**src/rtl/inst_fetch_buffer.sv**
```systemverilog
// Fetch-stage instruction buffer: strobes the MDR, captures each instruction word
// into a small first-word-fall-through FIFO, and hands words to decode via valid/ready.
module inst_fetch_buffer #(
   parameter  int DEPTH = 4,
   parameter  int WIDTH = 67,
   localparam int PW    = $clog2(DEPTH),
   localparam int CW    = $clog2(DEPTH) + 1
) (
   input  logic             clk,
   input  logic             rst,
   input  logic             mdr_valid,
   output logic             MDR_rd,
   input  logic [WIDTH-1:0] inst,
   output logic             mdr_taken,
   input  logic             flush,
   output logic [WIDTH-1:0] dec_inst,
   output logic             dec_valid,
   input  logic             dec_ready,
   output logic [CW-1:0]    count
);

   localparam logic [CW-1:0] FULL = CW'(DEPTH);

   typedef enum logic {IDLE, READ} state_t;

   state_t           state, state_nx;
   logic [PW-1:0]    wr_ptr, rd_ptr;
   logic [WIDTH-1:0] mem [DEPTH];
   logic             push, pop;

   // Full check uses the pre-pop count, so a full FIFO never starts a read
   // even when decode is draining an entry in the same cycle.
   always_comb begin
      state_nx = state;
      case (state)
         IDLE: if (mdr_valid && !flush && !mdr_taken && (count < FULL)) state_nx = READ;
         READ: state_nx = IDLE;
         default: state_nx = IDLE;
      endcase
   end

   always_ff @(posedge clk) begin
      if (rst) state <= IDLE;
      else     state <= state_nx;
   end

   assign MDR_rd    = (state == READ);
   assign push      = (state == READ) && !flush;
   assign pop       = dec_valid && dec_ready && !flush;
   assign dec_valid = (count != '0);
   assign dec_inst  = dec_valid ? mem[rd_ptr] : '0;

   // mdr_taken still pulses on a flushed read: the MDR word was consumed either way.
   always_ff @(posedge clk) begin
      if (rst) begin
         wr_ptr    <= '0;
         rd_ptr    <= '0;
         count     <= '0;
         mdr_taken <= 1'b0;
      end else begin
         mdr_taken <= (state == READ);
         if (flush) begin
            wr_ptr <= '0;
            rd_ptr <= '0;
            count  <= '0;
         end else begin
            if (push) wr_ptr <= wr_ptr + PW'(1);
            if (pop)  rd_ptr <= rd_ptr + PW'(1);
            case ({push, pop})
               2'b10:   count <= count + CW'(1);
               2'b01:   count <= count - CW'(1);
               default: count <= count;
            endcase
         end
      end
   end

   always_ff @(posedge clk) begin
      if (push && !rst) mem[wr_ptr] <= inst;
   end

endmodule

```
**config.mk**
```make
export PLATFORM = sky130hd
export DESIGN_NAME = inst_fetch_buffer
export DESIGN_NICKNAME = d
export VERILOG_FILES = /design/src/rtl/inst_fetch_buffer.sv
export SDC_FILE = /design/constraint.sdc
export NUM_CORES = 1
export LEC_CHECK = 0
export ABC_AREA = 1
export BUFFER_PORTS_ARGS = -buffer_cell sky130_fd_sc_hd__buf_2
export CAP_MARGIN = 30
export CORE_MARGIN = 2
export CORE_UTILIZATION = 55
export CTS_CLUSTER_DIAMETER = 80
export DETAILED_ROUTE_END_ITERATION = 10
export PLACE_DENSITY = 0.88
export SLEW_MARGIN = 5
export SYNTH_ARGS = -nofsm -noshare
export SYNTH_HDL_FRONTEND = slang
export SYNTH_SLANG_ARGS = --single-unit
```
**constraint.sdc**
```tcl
create_clock -name clk -period 5.2 [get_ports clk]
set_input_delay 0.78 -clock clk [delete_from_list [all_inputs] [get_ports clk]]
set_output_delay 0.78 -clock clk [all_outputs]
set_load 0.03 [all_outputs]
```
Yosys cells after proc, flatten, opt, wreduce, memory -nomap -nowiden. Memories as Yosys holds them, arrays and structs flattened. A register that Yosys moved wholly into a read port is not among the register bits. Cells that the tools add are included.

Flip-flop bits (word level): 9. Memory bits (writable): 268. Input bits: 72. Output and inout bits: 73. Word-level logic and storage cells: 35. Memories kept: 1.

Memory list: mem (depth 4, width 67, read ports 1, clocked after memory_dff 1, write ports 1, line 28) `logic [WIDTH-1:0] mem [DEPTH];`.

$add $sub $neg: 4. $lt $le $gt $ge: 1. Equality and inequality tests: 2. Muxes and demuxes: 8. Bitwise logic cells: 1. Reduce and logical (&&, ||, !) cells: 13.

Operators with widths (number): two-way mux 67 bit (1); logical AND 1 bit (7); case mux 3 bit (2 select lines) (1); adder 2 x 1 -> 2 bit (second input constant) (2); two-way mux 2 bit (2); adder 3 x 1 -> 3 bit (second input constant) (1); logical NOT 1 bit (3); < comparator 3 bit (second input constant) (1); two-way mux 1 bit (3); nonzero test 3 bit (1); subtractor 3 x 1 -> 3 bit (second input constant) (1); == test 2 x 1 -> 1 bit (second input constant) (1); == test 2 bit (second input constant) (1); case mux 1 bit (2 select lines) (1); nonzero test 2 bit (1); OR reduction 2 bit (1); inverter 1 bit (1).

Depth between registers and ports, before layout. Gate-level depths: netlist of run 1.

Depth after elaboration: 6. Mapped depth: 13. Mapped depth without buffers: 13.

Least setup slack after synthesis of run 1. Ideal clock, no wire load.

Kind: input-to-reg. From: input port flush. To: memory mem[0][0], enable pin. Setup time: 0.492 ns. Data arrival time: 3.812 ns. Data required time: 4.708 ns. Setup slack: 0.896 ns. Stages on the path: 3. Buffers on the path: 0. Cells stage by stage: nor2_1 nand2_1 nor2_1.

Cells in the longest elaborated chain, start to end: 5.

RTL lines: from (decl) (line 15) `input logic flush,`; logical NOT 1 bit (line 48) `assign push = (state == READ) && !flush;`; logical AND 1 bit (line 48); logical AND 1 bit (line 79) `if (push && !rst) mem[wr_ptr] <= inst;`; two-way mux 1 bit (line 79); two-way mux 1 bit (implied by the code) (line 79); to (decl) (line 28).

Every way passes these cells.

==> results.yml, run 1 <==
floorplan:
  die_h_um: 145
  fp.dieArea_um2: 21000
  rows: 51
  start_util: 0.561
  die-width_um: 145
  fp.coreArea_um2: 19500
  io_pins: 145
timing:
  maxSlewViolCount: 0
  slew_headroom: 0.339
  worstMarginPinSlew_ns: 0.991
  holdWs_ns: 0.418
  finalHoldViolCount: 0
  min_period_over_period: 0.723
  period_minus_slack_ns: 3.76
  fin_skew_ns: 0.0175
  fin_setup_tns_ns: 0
  setup-violations-final: 0
  fmax_mhz: 266
  rsz0062_at_grt: "false"
  worst_slack_ns: 1.44
finish:
  seq_area_um2: 8270
  final_cell_mix: "278 x nor2_1, 268 x edfxtp_1, 144 x buf_2"
  final_common_cell: "nor2_1"
  drive_above_1_share: 0.200
  syn2layout_area_growth_pct: 16.0
  final_nets: 1080
  n_fill_cell: 1345
  multi_input_area_um2: 2300
clock_tree:
  cts_hold_buf: 0
  clock_sinks: 279
  clk_transition_reported_paths_ns: 0.06
  postCtsSetupRepairBufs: 0
  cts_tree: "done"
  clk_latency_ns: 0.52
  ctsResizeCount: 0
  cts_buffers: 27
  cts-root-buf: "clkbuf_16"
  clockBufferDepth: 3
  h-tree-depth: 1
routing:
  routedWlPerCell_um: 18.1
  avgViaCountPerCell: 5.51
  postRouteAntennaNets: 0
  wirelength_mm: 23.3
  drc: 0
  drt_iter0_markers: 610
  firstDrtPassIters: 5
  num_vias: 7085
synthesis:
  yosysWarnings: 0
  synthesis.instances: 868
  syn_nets: 946
  synth.avg_cell_area_um2: 12.6
  syn_area_um2: 10900
  yosysSeqAreaShare: 0.757
  synth_top_area_cell: "edfxtp_1"
  ys_ff_latch: 279
  synth_area_leaders: "edfxtp_1 74%, nor2_1 9.7%, o21ai_0 3.5%"
  synth_cell_type_count: 22
  synth_top_area_share: 0.737
global_routing:
  gr-total-overflow: 0
  grt_max_degree: 91
  antenna_found_initial: 4
  grt_pass1_vias: 6689
  grt_use_total: 0.217
  grt_first_pass_wirelength_mm: 34.7
job:
  drv_cap: 0
worst_hold_path:
  worstHoldEndpoint: "MDR_rd"
  hold_class: "reg -> reg"
  hold_start: "mdr_taken"
  hold_path_depth: 1
placement:
  pre_cts_ws_ns: 2.04
  numPortBuffers: 144
  place_congestion: 0.758
  dp_hpwl_mm: 13.9
worst_setup_path:
  r2r-start: "MDR_rd"
  r2r_setup_slack_ns: 2.63
  startpoint_type: "register"
  critical_path.max_fanout: 90
  cp.required_ns: 4.42
  r2r-end: "mem[1][60]"
  cp.arrival_ns: 2.98
  worstSetupPathType: "reg -> out"
  reg2reg_depth: 5
  end_kind: "output pin"
pwr:
  combinationalPowerShare: 0.029
  pwr-share-clk: 0.411
  leakagePower_nw: 4.62
  switchingPower_mw: 0.861
  power_density_nw_per_um2: 348
  p_seq_frac: 0.560
  p_int_mw: 3.55
  p_sw_frac: 0.195
  irDropWorstVdd_mv: 0.304
outcome:
  run_status: "complete, no violations"
==> critical path: stages (launching register included) <==
cell and delay [ns]:
dfxtp_4 0.66, buf_4 0.83, nor2_1 0.13, nor2_1 0.13, o21ai_0 0.12, a21oi_1 0.27
buf_2 0.25
==> worst max-delay path by stage <==
stage / from / endpoint / slack (ns) / cells after the start
after floorplan: flush / mem[0][0] / 0.90 / 3
after global placement: register / dec_inst[16] / 2.02 / 6
after CTS: register / dec_inst[11] / 1.48 / 6
after detailed placement: register / dec_inst[19] / 2.04 / 6
after global routing: register / dec_inst[37] / 1.30 / 6
final: register / dec_inst[17] / 1.44 / 6
==> through the flow <==
step | util | instances | total power, mW | area [um2]
4_1_cts | 0.649 | 1284 | 4.43 | 12600
2_1_floorplan | - | 868 | 2.57 | 10900
3_5_place_dp | 0.607 | 1237 | 2.64 | 11800
3_3_place_gp | 0.606 | 1236 | 2.64 | 11800
5_1_grt | 0.650 | 1286 | 4.54 | 12700
6_report | 0.651 | 1287 | 4.41 | 12700
==> logic make-up after synthesis <==
logic type | Yosys count | share of synthesized area
flops | 279 | 0.757
buf+inv | 73 | 0.0347
simple gates | 300 | 0.104
compound gates | 210 | 0.0963
fa+ha+maj | 6 | 0.00756
==> power by group through the flow <==
stage	Combinational (mW)	Sequential (mW)	Clock, mW
after floorplan	0.0512	2.52	0
after global placement	0.119	2.52	0
after detailed placement	0.124	2.52	0
after CTS	0.125	2.47	1.84
after global routing	0.137	2.47	1.93
final	0.126	2.47	1.81
==> cells in the mapped netlist, drive strengths merged <==
master and number:
nor2 282, ha 5, clkbuf 18, buf 33
inv 22, nand2 12, dfxtp 11, nand3 4
nor3 1, o21ai 137, fa 1, edfxtp 268
a21oi 73, nand4 1
==> state kept, by name, indices dropped and copies added (netlist names), named ones only <==
signal	cells
count	3
MDR_rd	1
wr_ptr	2
rd_ptr	2
mem	268
mdr_taken	1
==> per-layer routing <==
metal	vias up	routed length [um]	track usage
met2	312	11300	0.364
met1	3400	9330	0.290
met5	-	27	0
li1	3323	-	-
met3	46	2050	0.0487
met4	4	530	0.0613
==> cell type report <==
class,count,share of cell area
Antenna cell,2,0.000395
Clock buffer,30,0.0543
Clock inverter,17,0.0107
Inverter,22,0.00672
Multi-Input combinational cell,516,0.182
Sequential cell,279,0.653
Tap cell,265,0.0262
Timing Repair Buffer,156,0.0666
Note: power is estimated with default switching activity, not from simulation.
==> run 2: changes to the inputs <==
Clock period 5.2 ns to 3.6 ns, I/O delays scaled along.
==> run 2 against run 1 <==
Setup slack worse by 0.78 ns. Critical endpoint is now dec_inst[23]. Highest routed layer unchanged. Design area up 0.79%. Combinational power up 40%. Die area unchanged. Largest power group unchanged.
==> results.yml, run 2 (same netlist as run 1, synthesis figures left out) <==
outcome:
  run_status: "complete, no violations"
finish:
  syn2layout_area_growth_pct: 16.9
  largest_register: "mem"
  drive_above_1_share: 0.202
  reg_top3: "mem x268, count x3"
  layoutNonFillerInstCount: 1295
  final_cell_mix: "278 x nor2_1, 268 x edfxtp_1, 144 x buf_2"
  final_nets: 1085
  n_fill_cell: 1354
  final_common_cell: "nor2_1"
  postLayoutCoreUtil: 0.656
  largest_reg_flops: 268
timing:
  worstMarginPinSlew_ns: 0.856
  finalHoldViolCount: 0
  fin_skew_ns: 0.00797
  holdWs_ns: 0.230
  period_minus_slack_ns: 2.94
  slew_headroom: 0.429
  setup-violations-final: 0
  rsz0062_at_grt: "false"
  fmax_mhz: 340
  maxSlewViolCount: 0
  min_period_over_period: 0.816
worst_setup_path:
  cp.arrival_ns: 2.40
  cp.required_ns: 3.06
  critical_path.max_fanout: 38
  reg2reg_depth: 5
  r2r-end: "mem[3][57]"
  r2r_setup_slack_ns: 1.69
  end_kind: "output pin"
  r2r-start: "MDR_rd"
  worstSetupPathType: "reg -> out"
  startpoint_type: "register"
worst_hold_path:
  hold_start: "inst[16]"
  worstHoldEndpoint: "mem[1][16]"
  hold_class: "in -> reg"
  hold_path_depth: 1
routing:
  num_vias: 7014
  routedWlPerCell_um: 17.4
  drt_iter0_markers: 490
  wirelength_mm: 22.5
  postRouteAntennaNets: 0
  avgViaCountPerCell: 5.42
  firstDrtPassIters: 5
  drc: 0
clock_tree:
  cts_buffers: 28
  clk_transition_reported_paths_ns: 0.06
  h-tree-depth: 1
  clock_sinks: 279
  ctsResizeCount: 0
  clockBufferDepth: 3
  cts_hold_buf: 0
  postCtsSetupRepairBufs: 0
  cts_tree: "done"
  cts-root-buf: "clkbuf_16"
  clk_latency_ns: 0.52
floorplan:
  die-width_um: 145
  fp.coreArea_um2: 19500
  die_h_um: 145
  start_util: 0.561
  rows: 51
  fp.dieArea_um2: 21000
  io_pins: 145
placement:
  dp_hpwl_mm: 13.0
  numPortBuffers: 144
  place_congestion: 0.783
  place_inst: 1242
pwr:
  leakagePower_nw: 4.66
  power_density_nw_per_um2: 513
  irDropWorstVdd_mv: 0.407
  power_mw: 6.55
global_routing:
  antenna_found_initial: 3
  grt_pass1_vias: 6818
  grt_first_pass_wirelength_mm: 34.1
  gr-total-overflow: 0
  grt_use_total: 0.212
  grt_max_degree: 117
job:
  drv_cap: 0
[run 2: cell types whose count changed in the layout (fill, tap and decap cells not counted)]
cell / previous run / this run
buf_4: 10 / 14
clkinv_1: 6 / 11
clkbuf_1: 3 / 2
buf_16: 1 / 0
clkbuf_16: 27 / 29
inv_6: 1 / 0
clkinvlp_4: 0 / 2
buf_12: 1 / 2
bufinv_16: 2 / 3
clkinv_4: 1 / 0
clkinv_2: 7 / 4
[run 2: layout make-up]
| type | count | area [um2] | share of cell area |
|---|---|---|---|
| inverters | 22 | 85.1 | 0.00667 |
| well taps | 265 | 332 | 0.0260 |
| diodes | 2 | 5.00 | 0.000392 |
| clock buffers | 31 | 733 | 0.0575 |
| clock inverters | 20 | 166 | 0.0130 |
| repair buffers | 160 | 866 | 0.0678 |
| flip-flops and latches | 279 | 8270 | 0.648 |
| multi-input cells | 516 | 2300 | 0.180 |
[run 2: how the worst max path moves through the flow]
stage	slack, ns	cells past startpoint	startpoint	endpoint
after floorplan	-0.57	4	MDR_rd	mem[0][0]
after global placement	1.29	6	register	dec_inst[31]
after detailed placement	1.22	6	register	dec_inst[23]
after CTS	0.65	6	register	dec_inst[23]
after global routing	0.54	6	register	dec_inst[23]
final	0.66	6	register	dec_inst[23]
[run 2: through the flow]
| stage | instance area [um2] | TNS [ns] | setup WS (ns) |
|---|---|---|---|
| 3_3_place_gp | 11900 | 0 | 1.29 |
| 2_1_floorplan | 10900 | -152.12 | -0.568 |
| 6_report | 12800 | 0 | 0.662 |
| 5_1_grt | 12800 | 0 | 0.544 |
| 4_1_cts | 12800 | 0 | 0.647 |
| 3_5_place_dp | 11900 | 0 | 1.22 |
[run 2: per-layer routing]
| metal | vias up | GRT usage | share of wire |
|---|---|---|---|
| met5 | - | 0 | 0.00058 |
| met4 | 2 | 0.0690 | 0.019 |
| met3 | 40 | 0.0375 | 0.085 |
| met2 | 303 | 0.374 | 0.51 |
| met1 | 3336 | 0.267 | 0.39 |
| li1 | 3333 | - | - |
[run 2: power by group]
| part | internal (mW) | switching (mW) | total (mW) |
|---|---|---|---|
| clock | 1.67 | 1.13 | 2.80 |
| combinational | 0.0532 | 0.124 | 0.177 |
| sequential | 3.57 | 0.00364 | 3.57 |
| total | 5.28 | 1.26 | 6.55 |
[run 2: worst max-delay path, stage by stage, from the launching register on]
cell and delay (ns):
dfxtp_2 0.32, inv_2 0.60, buf_4 0.39, nor2_1 0.08, o21ai_1 0.12, a21oi_1 0.11
buf_2 0.22
